<file path="config.mk">
export PLATFORM = sky130hd
export DESIGN_NAME = adrv9009_rhb1
export DESIGN_NICKNAME = d
export VERILOG_FILES = /design/src/rtl/adrv9009_rhb1_pkg.sv /design/src/rtl/adrv9009_round_sat.sv /design/src/rtl/adrv9009_rhb1.sv
export SDC_FILE = /design/constraint.sdc
export NUM_CORES = 2
export LEC_CHECK = 0
export CAP_MARGIN = 25
export CORE_MARGIN = 3
export CORE_UTILIZATION = 50
export DETAILED_ROUTE_END_ITERATION = 6
export MAX_ROUTING_LAYER = met4
export PLACE_DENSITY = 0.62
export SLEW_MARGIN = 20
export SYNTH_ARGS = -nofsm -noshare
export SYNTH_HDL_FRONTEND = slang
export SYNTH_SLANG_ARGS = --single-unit
</file>
<file path="constraint.sdc">
create_clock -name clk -period 14.2 [get_ports clk]
set_clock_uncertainty 0.05 [all_clocks]
set_input_delay 2.84 -clock clk [delete_from_list [all_inputs] [get_ports clk]]
set_output_delay 2.84 -clock clk [all_outputs]
set_load 0.1 [all_outputs]
</file>
<file path="src/rtl/adrv9009_rhb1_pkg.sv">
// Shared constants for the RHB1 half-band decimator.
// Coefficients are integers on a 512 scale.
package adrv9009_rhb1_pkg;

   localparam int TAPS  = 11;
   localparam int ACC_W = 44;
   localparam int SHIFT = 9;
   localparam int RND   = 256;

   localparam int H [TAPS] = '{3, 0, -25, 0, 150, 256, 150, 0, -25, 0, 3};

endpackage

</file>
<file path="src/rtl/adrv9009_round_sat.sv">
// Round-half-up by 2^SHIFT, then clamp to the signed 32-bit range.
// Purely combinational; sits in front of the output register.
module adrv9009_round_sat
   import adrv9009_rhb1_pkg::*;
(
   input  logic signed [ACC_W-1:0] acc,
   output logic signed [31:0]      res
);

   localparam logic signed [ACC_W-1:0] RND_C = ACC_W'(RND);
   localparam logic signed [ACC_W-1:0] MAX_V = ACC_W'(64'sh7FFFFFFF);
   localparam logic signed [ACC_W-1:0] MIN_V = ACC_W'(-64'sh80000000);

   logic signed [ACC_W-1:0] sum;
   logic signed [ACC_W-1:0] shr;

   assign sum = acc + RND_C;
   assign shr = sum >>> SHIFT;

   always_comb begin
      res = shr[31:0];
      if (shr > MAX_V) begin
         res = 32'sh7FFFFFFF;
      end else if (shr < MIN_V) begin
         res = 32'sh80000000;
      end
   end

endmodule

</file>
<file path="src/rtl/adrv9009_rhb1.sv">
// 11-tap half-band FIR with decimation by 2; three register stages
// after the delay line: pre-add, accumulate, round/saturate.
module adrv9009_rhb1
   import adrv9009_rhb1_pkg::*;
#(
   parameter int IN_W  = 32,
   parameter int OUT_W = 32
)
(
   input  logic                    clk,
   input  logic                    reset,
   input  logic signed [IN_W-1:0]  in,
   input  logic                    in_valid,
   output logic signed [OUT_W-1:0] out,
   output logic                    out_valid
);

   logic signed [IN_W-1:0]  x [TAPS];
   logic                    phase;
   logic                    v0, v1, v2;
   logic signed [IN_W:0]    p0, p2, p4;
   logic signed [IN_W-1:0]  c5;
   logic signed [ACC_W-1:0] acc;
   logic signed [31:0]      rs;

   // delay line and phase; v0 marks a window that must produce an output
   always_ff @(posedge clk) begin
      if (reset) begin
         for (int i = 0; i < TAPS; i++) begin
            x[i] <= '0;
         end
         phase <= 1'b0;
         v0    <= 1'b0;
      end else begin
         v0 <= in_valid & phase;
         if (in_valid) begin
            x[0] <= in;
            for (int i = 1; i < TAPS; i++) begin
               x[i] <= x[i-1];
            end
            phase <= ~phase;
         end
      end
   end

   always_ff @(posedge clk) begin
      if (reset) begin
         p0 <= '0;
         p2 <= '0;
         p4 <= '0;
         c5 <= '0;
         v1 <= 1'b0;
      end else begin
         v1 <= v0;
         if (v0) begin
            p0 <= {x[0][IN_W-1], x[0]} + {x[10][IN_W-1], x[10]};
            p2 <= {x[2][IN_W-1], x[2]} + {x[8][IN_W-1], x[8]};
            p4 <= {x[4][IN_W-1], x[4]} + {x[6][IN_W-1], x[6]};
            c5 <= x[5];
         end
      end
   end

   always_ff @(posedge clk) begin
      if (reset) begin
         acc <= '0;
         v2  <= 1'b0;
      end else begin
         v2 <= v1;
         if (v1) begin
            acc <= ACC_W'(H[0]) * ACC_W'(p0)
                 + ACC_W'(H[2]) * ACC_W'(p2)
                 + ACC_W'(H[4]) * ACC_W'(p4)
                 + ACC_W'(H[5]) * ACC_W'(c5);
         end
      end
   end

   adrv9009_round_sat u_rs (
      .acc (acc),
      .res (rs)
   );

   always_ff @(posedge clk) begin
      if (reset) begin
         out       <= '0;
         out_valid <= 1'b0;
      end else begin
         out_valid <= v2;
         if (v2) begin
            out <= OUT_W'(rs);
         end
      end
   end

endmodule

</file>
; ---- After elaboration in Yosys (flattened, before gate mapping)
; Memory sizes are Yosys's and may differ from the RTL's.
; Index checks and enable logic that the tools add are counted.
[op_classes]
n_addsub = 7
mul = 3
order_cmp = 2
muxes = 18
bitwise_logic = 13
[op_table]
columns = operator, n
row1 = $mux W32, 13
row2 = $add A32 B32 Y33, 3
row3 = $add A43 B40 Y44, 1
row4 = $add A44 B10 Y44 const B, 1
row5 = $add A40 B42 Y43, 1
row6 = $mul A8 B33 Y41 const A, 1
row7 = $add A36 B39 Y40, 1
row8 = $mul A6 B33 Y39 const A, 1
row9 = $mul A3 B33 Y36 const A, 1
row10 = $gt A35 B32 Y1 const B, 1
row11 = $lt A35 B32 Y1 const B, 1
row12 = $or A1 B1 Y1, 11
row13 = $mux W1, 5
row14 = $and A1 B1 Y1, 1
row15 = $not A1 Y1, 1
[totals]
regBits = 212
ramBits = 352
input_bits = 35
output_inout_bits = 33
word_cells = 55
n_memories = 1
[mem_list]
columns = memory, depth, word_bits, read_ports, rd_ports_with_merged_regs, write_ports, line_no
row1 = x, 11, 32, 11, 0, 11, adrv9009_rhb1.sv:18  ; logic signed [IN_W-1:0] x [TAPS];

; ---- Longest topological paths before layout
[depth]
depth_word = 4
ltp_mapped = 33
depth_no_buf = 32

; ---- By module
; From an unflattened synthesis, not the netlist that was laid out.
[hier_totals]
hier_cells = 3657
hier_area_um2 = 38567.0
[modules_own_cells]
columns = module, n_inst, cells_each, area_each_um2
row1 = adrv9009_rhb1, 1, 3495, 37303.3
row2 = adrv9009_round_sat, 1, 162, 1263.7

; ---- Worst setup path before layout
; OpenSTA, ideal clock, no wires.
[synth_timing]
kind = input to register
startpoint = input port reset
endpoint = memory x[0][0] (enable)
arrival_ps = 7650
required_ps = 13581
slack_ps = 5931
cell_stages = 3
path_buffers = 2
path_cell_list = clkbuf_1 clkbuf_1 or2_2
[synth_lines]
columns = item, line_no
row1 = start: declaration, adrv9009_rhb1.sv:11  ; input logic reset,
row2 = end: declaration, adrv9009_rhb1.sv:18

; ---- Worst setup path after layout
[layout_timing]
startpoint = register p4[3]
endpoint = register acc[39]
[layout_via]
elab_chain_len = 3
[layout_lines]
columns = item, line_no
row1 = start: declaration, adrv9009_rhb1.sv:21  ; logic signed [IN_W:0] p0, p2, p4;
row2 = start signal: assignment, adrv9009_rhb1.sv:58  ; p4 <= {x[4][IN_W-1], x[4]} + {x[6][IN_W-1], x[6]};
row3 = $mul A8 B33 Y41, adrv9009_rhb1.sv:73  ; + ACC_W'(H[4]) * ACC_W'(p4)
row4 = $add A40 B42 Y43, adrv9009_rhb1.sv:73
row5 = $add A43 B40 Y44, adrv9009_rhb1.sv:74  ; + ACC_W'(H[5]) * ACC_W'(c5);
row6 = end signal: assignment, adrv9009_rhb1.sv:71  ; acc <= ACC_W'(H[0]) * ACC_W'(p0)
row7 = end: declaration, adrv9009_rhb1.sv:23  ; logic signed [ACC_W-1:0] acc;
; No other way between the ends.
; A chain may end at the register's enable or synchronous reset.

==> reports/metrics.cfg <==
[status]
status = completed

[routing]
wl_met3_mm = 3.820
vias = 24815
wire_per_inst_um = 19.03
wl_mm = 87.06
drc = 0
drtPass1Iterations = 5
met2_wirelength_mm = 36.92
drtIter0Drc = 1620
drtAntennaViolNets = 0
via_per_inst = 5.423
routed.top_layer = met4
drt-met1-wl_mm = 44.20

[synth]
synth_most_common_cell = inv_1
synth-edff-count = 352
synth_common_cells = 467 x inv_1, 352 x edfxtp_1, 329 x and2_1, 328 x ha_1, 268 x fa_1
ys_ff_latch = 556
synthTopCellsByArea = edfxtp_1 28%, fa_1 14%, ha_1 11%, dfxtp_1 11%, and2_1 5.5%
seq_area_frac_synth = 0.3889
yosysWarnings = 0
netlist.area_leader.share = 0.2805
synthArstFlopShare = 0
yosysTopAreaCell = edfxtp_1
synth_area_um2 = 37680
synth_nets = 4155
syn_avg_cell_area_um2 = 10.69
synth_cell_types = 77
synthFlopType = edfxtp_1
syn-instance-count = 3524

[floorplan]
dieArea_um2 = 78700
die_h_um = 280.5
core_area_um2 = 74570
die_w_um = 280.5
fp-row-count = 100
ioPinCount = 68
initial_core_util = 0.5054

[layout]
fillers = 6419
fin_nets = 4188
multi_input_area_um2 = 20810
seq_area_um2 = 14660
fin_cells = 4576
postLayoutCoreUtil = 0.5532
num_antenna_cells = 0
drive_above_1_share = 0.05046
syn_to_final_growth_pct = 9.466

[timing]
fin_crit_sh = 0.6179
fmax_ghz = 0.1140
slew_violations = 0
final.setup.worst_slack_ps = 5425
hold_viol = 0
fin_crit_ps = 8775
rsz0062_at_grt = no
tns_ps = 0
worst_slew_pin_slew_ps = 1017
setup_violations = 0
relSlewSlack = 0.3202

[clock_tree]
ctsHoldBuffers = 0
cts_tree = yes
clockRootBuffer = clkbuf_16
cts_setup_buffers = 0
clk_pin_slew_ps = 60
cts_made_buffers = 59
cts.sink_count = 556
cts_max_level = 2
post_cts_resized = 0
clockBufferDepth = 3
clk_latency_ps = 640

[power]
vdd_drop_max_v = 0.00008898
power_mw = 4.851
power_leakage_nw = 18.42
power_density_nw_per_um2 = 117.6

[global_route]
grt_pass1_vias = 24971
grt_max_degree = 99
antenna_found_initial = 5
overflow = 0
grtUsageTotal = 0.2307
grt_pass1_wl_mm = 138.5

[critical_path]
worstPathMaxFanout = 6
cp-start-kind = register
crit_type = reg -> reg
cp-end-kind = register
required_ps = 14660
crit_arrival_ps = 9230
cpMostUsedCell = fa_1
slowest_delay_ps = 640
worst_path_max_delay_cell = a2111oi_2

[run]
max_cap_viol_count = 0

[hold_path]
hold_path.class = reg -> reg

[placed_design]
gp_congestion = 0.8986
io_buffers = 67
preCtsSetupSlack_ps = 5416
dp_cells = 4465
dp.final_hpwl_mm = 66.89

-- worst max-delay path, delay by kind of cell, from the launching register on --
kind            cells  cell delay [ps]
compound gates     11             3200
flops               1              450
fa+ha+maj           8             3530
buf+inv             4              200
simple gates        6              980
xor+xnor            2              240
-- per-layer routing --
layer	vias up	track usage
li1	12001	-
met1	12135	0.3469
met2	564	0.3377
met3	115	0.02089
met4	0	0.05666
met5	-	-
-- registers in the layout (all words and copies together), names as in the netlist --
signal and count:
x 352, acc 36, p0 33, p2 33, p4 33, c5 32
out 32, out_valid 1, phase 1, v0 1, v1 1, v2 1
-- stage by stage --
| stage | cell area, µm² | hold slack (ps) |
|---|---|---|
| 6_report | 41250 | 430.4 |
| 5_1_grt | 41250 | 441.5 |
| 4_1_cts | 41250 | 432.6 |
| 3_5_place_dp | 39270 | 422.2 |
| 3_3_place_gp | 39230 | 414.8 |
| 2_1_floorplan | 37680 | 401.7 |
-- cells in the final DEF (no fill, tap or decap), types with 7 or more instances in the layout --
| master | n |
|---|---|
| a31o_2 | 10 |
| nand2_2 | 31 |
| edfxtp_1 | 352 |
| nor2b_1 | 51 |
| o21a_1 | 24 |
| o21ai_0 | 113 |
| fa_1 | 268 |
| o21bai_1 | 20 |
| clkbuf_16 | 60 |
| and3_1 | 13 |
| clkinv_2 | 8 |
| a211oi_1 | 30 |
| ha_1 | 328 |
| nand2_1 | 107 |
| clkdlybuf4s50_1 | 66 |
| nor3_1 | 34 |
| and2_1 | 329 |
| mux2i_1 | 110 |
| a31oi_1 | 47 |
| o211ai_1 | 11 |
| a21o_1 | 80 |
| buf_4 | 17 |
| inv_1 | 467 |
| dfxtp_1 | 201 |
| or2_2 | 8 |
| o31ai_1 | 10 |
| xor2_1 | 54 |
| o22ai_1 | 10 |
| clkbuf_1 | 18 |
| a21oi_1 | 139 |
| nand3_1 | 47 |
| nor2_1 | 228 |
| nand3b_1 | 7 |
| nand2b_1 | 29 |
| clkbuf_8 | 10 |
| xnor2_1 | 114 |
| nand4_1 | 30 |
-- kinds of logic (layout without fill, tap and decap cells) --
group                    Yosys count  after routing  share of synthesized area
adder cells (fa/ha/maj)          596            596                     0.2513
buffers and inverters            581            664                    0.05936
AO/OA/AOI/OAI                    562            562                    0.09642
AND/OR/NAND/NOR                  951            951                     0.1358
flip-flops                       556            556                     0.3889
multiplexers                     110            110                    0.02922
XOR/XNOR                         168            168                    0.03905
-- power by group --
group	switching, mW	internal (mW)
combinational	0.826	0.578
sequential	0.0701	1.81
clock	0.661	0.908
-- layout make-up --
| class | instances | area share |
|---|---|---|
| Sequential cell | 556 | 0.3554 |
| Multi-Input combinational cell | 2387 | 0.5044 |
| Tap cell | 969 | 0.02939 |
| Clock buffer | 89 | 0.04155 |
| Timing Repair Buffer | 86 | 0.02032 |
| Inverter | 467 | 0.04249 |
| Clock inverter | 22 | 0.006430 |
-- worst paths after layout --
| path | depth (start not counted) | end | from | slack, ps |
|---|---|---|---|---|
| hold / removal | 1 | v0 | phase | 430 |
| setup / recovery | 31 | acc[39] | p4[3] | 5430 |
| hold reg to reg | 1 | v0 | phase | 430 |
| setup reg to reg | 31 | acc[39] | p4[3] | 5430 |
(Power assumes the default switching activity.)
